File: src/rtl/phy_pkg.sv
// Shared PHY constants: the COM idle symbol and the sync FSM state encoding,
// common to the RX idle stripper and the TX idle generator.
package phy_pkg;

   localparam logic [7:0] COM_SYM   = 8'hBC;

   localparam logic [1:0] ST_SEARCH = 2'd0;
   localparam logic [1:0] ST_ALIGN  = 2'd1;
   localparam logic [1:0] ST_ACTIVE = 2'd2;

endpackage

File: src/rtl/rx_idle_sync.sv
// RX idle sync: locks on SYNC_COUNT consecutive COM bytes, forwards payload, strips idles,
// drops lock after LOSS_COUNT idle-less gaps. Define RX_IDLE_STATS_EN for the idle_cnt port.
module rx_idle_sync #(
   parameter logic [7:0] COM_SYM    = phy_pkg::COM_SYM,
   parameter int         SYNC_COUNT = 4,
   parameter int         LOSS_COUNT = 8
) (
   input  logic        clk4f,
   input  logic        reset,
   input  logic [7:0]  data_in,
   input  logic        valid_in,
   output logic [7:0]  data_out,
   output logic        valid_out,
   output logic        idle_out,
   output logic        active
`ifdef RX_IDLE_STATS_EN
   ,
   output logic [15:0] idle_cnt
`endif
);

   import phy_pkg::ST_SEARCH;
   import phy_pkg::ST_ALIGN;
   import phy_pkg::ST_ACTIVE;

   localparam int COM_W  = $clog2(SYNC_COUNT + 1);
   localparam int LOSS_W = $clog2(LOSS_COUNT + 1);

   logic [1:0]        state;
   logic [COM_W-1:0]  com_cnt;
   logic [LOSS_W-1:0] loss_cnt;
   logic              is_com;
   logic              sync_done;
   logic              loss_done;

   assign is_com    = (data_in == COM_SYM);
   // Counters stop at their terminal value, so the +1 below can never wrap.
   assign sync_done = (com_cnt + COM_W'(1)) == COM_W'(SYNC_COUNT);
   assign loss_done = (loss_cnt + LOSS_W'(1)) == LOSS_W'(LOSS_COUNT);

   // NOTE: state and registered outputs use non-blocking assignments so every
   // branch sees the pre-edge values regardless of statement order.
   always_ff @(posedge clk4f or negedge reset) begin
      if (!reset) begin
         state     <= ST_SEARCH;
         com_cnt   <= '0;
         loss_cnt  <= '0;
         data_out  <= '0;
         valid_out <= 1'b0;
         idle_out  <= 1'b0;
         active    <= 1'b0;
      end else begin
         // Outputs default to silent; only a valid byte in ACTIVE produces one.
         data_out  <= '0;
         valid_out <= 1'b0;
         idle_out  <= 1'b0;
         case (state)
            ST_SEARCH: begin
               if (valid_in && is_com) begin
                  com_cnt <= COM_W'(1);
                  if (SYNC_COUNT == 1) begin
                     state  <= ST_ACTIVE;
                     active <= 1'b1;
                  end else begin
                     state <= ST_ALIGN;
                  end
               end
            end
            ST_ALIGN: begin
               if (valid_in) begin
                  if (is_com) begin
                     com_cnt <= com_cnt + COM_W'(1);
                     if (sync_done) begin
                        state  <= ST_ACTIVE;
                        active <= 1'b1;
                     end
                  end else begin
                     state   <= ST_SEARCH;
                     com_cnt <= '0;
                  end
               end
            end
            ST_ACTIVE: begin
               if (valid_in) begin
                  loss_cnt <= '0;
                  if (is_com) begin
                     idle_out <= 1'b1;
                  end else begin
                     data_out  <= data_in;
                     valid_out <= 1'b1;
                  end
               end else if (loss_done) begin
                  state    <= ST_SEARCH;
                  active   <= 1'b0;
                  com_cnt  <= '0;
                  loss_cnt <= '0;
               end else begin
                  loss_cnt <= loss_cnt + LOSS_W'(1);
               end
            end
            default: begin
               state    <= ST_SEARCH;
               active   <= 1'b0;
               com_cnt  <= '0;
               loss_cnt <= '0;
            end
         endcase
      end
   end

`ifdef RX_IDLE_STATS_EN
   // Survives loss of lock on purpose: it is a link-lifetime statistic.
   always_ff @(posedge clk4f or negedge reset) begin
      if (!reset) begin
         idle_cnt <= '0;
      end else if ((state == ST_ACTIVE) && valid_in && is_com && (idle_cnt != 16'hFFFF)) begin
         idle_cnt <= idle_cnt + 16'd1;
      end
   end
`endif

endmodule
File: config.mk
export PLATFORM = sky130hd
export DESIGN_NAME = rx_idle_sync
export DESIGN_NICKNAME = d
export VERILOG_FILES = /design/src/rtl/phy_pkg.sv /design/src/rtl/rx_idle_sync.sv
export SDC_FILE = /design/constraint.sdc
export NUM_CORES = 1
export LEC_CHECK = 0
export ABC_AREA = 1
export BUFFER_PORTS_ARGS = -buffer_cell sky130_fd_sc_hd__buf_4
export CORE_MARGIN = 1.5
export CORE_UTILIZATION = 47
export CTS_CLUSTER_SIZE = 40
export DETAILED_ROUTE_END_ITERATION = 8
export GPL_TIMING_DRIVEN = 0
export PLACE_DENSITY_LB_ADDON = 0.25
export REMOVE_ABC_BUFFERS = 1
export SETUP_SLACK_MARGIN = 0.1
export SLEW_MARGIN = 10
export SYNTH_ARGS = -nofsm -noshare
export SYNTH_HDL_FRONTEND = slang
export SYNTH_SLANG_ARGS = --single-unit
File: constraint.sdc
create_clock -name clk4f -period 1.5 [get_ports clk4f]
set_clock_uncertainty 0.1 [all_clocks]
set_input_delay 0.15 -clock clk4f [delete_from_list [all_inputs] [get_ports clk4f]]
set_output_delay 0.15 -clock clk4f [all_outputs]
set_load 0.005 [all_outputs]
==> metrics.txt <==
DRC=0; GRT overflow=0; Placed Instances=179; DRT Pass-1 Iters=4; Die Width=slightly above 50 um; die footprint=2560 um^2; Reg-to-Reg End=state[0]$_DFFE_PN0P_; CP delay by family, top=simple AND/OR/NAND/NOR gates; Clk Latency, worst-skew pair=290 ps; fin crit period=between 1000 and 1500 ps; Worst slew margin=79.3%; CP max-delay cell=dfrtp_1; Yosys warnings=0; Synth area leaders=dfrtp_1 47%, nand2_1 13%, inv_1 6.3%; Worst setup SP type=flip-flop; Hold Crit Class=input pin to flip-flop; WL met2=1110 um; Yosys top cell by area=dfrtp_1; Final HPWL DP=1480 um; core area=2170 um^2; WP data required=around 1600 ps; vias in the first global route=896; IO Pins=22; clk buf depth=2; Die H=50.6 um; Initial Util=49.1%; CTS Sinks=20; # setup viols final=0; First DRT Iteration DRCs=10; RSZ-0062 raised after global routing=yes; mapped cell area=1070 um^2; antenna cells=0; gp weighted congestion=between 0.8 and 0.9; H-tree levels=1; CTS buffer count=3; area grow syn2layout=36.6%; Clock Tree Root=clkbuf_4; Worst Path Max Fanout=7; DRT antenna net count=0; Hold Fails Final Rpt=0; DP Area=1260 um^2; nets@finish=186; Max Clk Rate=699 MHz; largest net degree at the start of global routing=21; num rows=17; pwr/cell area=814 nW/um^2; CP Data Arrival Time=1520 ps; I/O Buffers=21; Levels on crit path=9; initial antenna violation count=0; post-synth top area share=46.9%; CP max stage delay=420 ps; kind of critical path=flip-flop to flip-flop; post-route cell area=1460 um^2; GRT Total Usage=18.7%; Post-Synthesis Cells=130; CTS tree=yes; post-layout total power=approximately 1.2 mW; Max-Cap Viols=0; Worst Setup SP=loss_cnt[1]$_DFFE_PN0N_; setup TNS=0 ps; Worst Reg-to-Reg Cells=9; register area share after synthesis=46.9%; met3 wire length=83 um; Slew Limit Fails=0; reported leakage power=0.796 nW; Hold Crit Depth=3; met1 wire length=942 um; Crit path buffers/inverters=0; reg-to-reg startpoint=loss_cnt[1]$_DFFE_PN0N_; Vias/cell=4.70; worst hold start=valid_in; status=finished, final reports clean; flops & latches, synth=20; Netlist cell types=17; hold slack=64.7 ps; r2r setup slk=70 ps; ratio of cells with drive above 1 in the final layout=35.9%; final cell count without fillers=198; synthesized area per cell=about 8.2 um^2; crit path to=state[0]$_DFFE_PN0P_; vias=between 900 and 1000; VDD IR max=0.000612 V; CTS clk-pin slew, worst paths=~110 ps; WL final=2160 um; crit path cell chain=ha_2, nand2_1, nand2_2, nor2_2, nand2_2, nand2_4, nand3_2, nand2_1, nand2_1; max layer used=met4; global-route wire length before repair=~3600 um; Routed wire per std cell=10.9 um; post-route clock period utilization=95.4%; Slew @ Worst Pin=slightly above 300 ps; Crit path top cell by count=nand2_1; type of element capturing the critical path=flip-flop
[worst min-delay path, delay by kind of cell]
family | cells | cell delay, ps
simple gates | 2 | 140
buf+inv | 1 | 140
[synth_stat cells]
library cell	instances
nand2_2	1
nand3_2	2
nor2_2	6
nor2_8	1
nor2_4	2
o21ai_1	2
nor2_1	13
inv_1	18
o21ai_0	4
nand2_4	3
ha_1	4
o21ai_2	1
nand4_1	5
dfrtp_1	20
nand2_1	36
inv_2	5
nand3_1	7
[power breakdown]
group | switching [mW] | internal, mW | total [mW]
clock | 0.161 | 0.148 | 0.309
sequential | 0.0532 | 0.566 | 0.619
combinational | 0.141 | 0.117 | 0.258
total | 0.355 | 0.830 | 1.19
[sequential cells by signal, summed over array words and instances, names as in the netlist]
signal     cells
com_cnt        3
data_out       8
active         1
valid_out      1
loss_cnt       4
state          2
idle_out       1
[layout make-up]
type / instances / area (um^2)
Tap cell: 28 / 35.0
Clock buffer: 4 / 36.3
Sequential cell: 20 / 502
Fill cell: 189 / 713
Inverter: 23 / 86.3
Timing Repair Buffer: 36 / 293
Multi-Input combinational cell: 87 / 504
[metrics by stage]
step / worst slack (ps) / utilization [%]
2_1_floorplan: 65.9 / -
3_3_place_gp: -43.9 / 58.0
3_5_place_dp: -59.1 / 58.0
6_report: 69.3 / 67.1
5_1_grt: -45.5 / 67.1
4_1_cts: 36.0 / 65.7
[routing by layer]
metal  track usage [%]  vias to the layer above
met2              33.1                       17
met3              2.98                        4
met1              21.9                      426
met5                 0                        -
met4              8.56                        0
li1                  -                      484
[cell families after synthesis]
logic type / after synthesis / synth area share, %
and+or+nand+nor: 76 / 36.6
buffers and inverters: 23 / 8.10
DFF: 20 / 46.9
AOI/OAI and AO/OA: 7 / 3.64
adders and majority gates: 4 / 4.70
[layout by cell type, fill, tap and decap left out, drive strengths merged]
| cell type | count |
|---|---|
| nand2 | 40 |
| buf | 27 |
| inv | 23 |
| nor2 | 22 |
| dfrtp | 20 |
| dlygate4sd3 | 9 |
| nand3 | 9 |
| o21ai | 7 |
| nand4 | 5 |
| ha | 4 |
| clkbuf | 4 |
[worst min path at each step]
stage                            end  slack [ps]
2_1_floorplan     active$_DFFE_PN0P_        -250
3_3_place_gp   data_out[3]$_DFF_PN0_         -60
6_report       data_out[1]$_DFF_PN0_          60
4_1_cts        data_out[1]$_DFF_PN0_          50
5_1_grt        data_out[1]$_DFF_PN0_          50
3_5_place_dp   data_out[2]$_DFF_PN0_         -60
[timing repair]
action	4_1_cts	5_1_grt
hold endpoints to repair	28	0
pin swaps	4	3
endpoints found under the setup margin	6	13
buffers inserted	4	2
hold buffers	9	0
resized for setup	3	8
No activity file was read; power rests on OpenSTA's default activity.
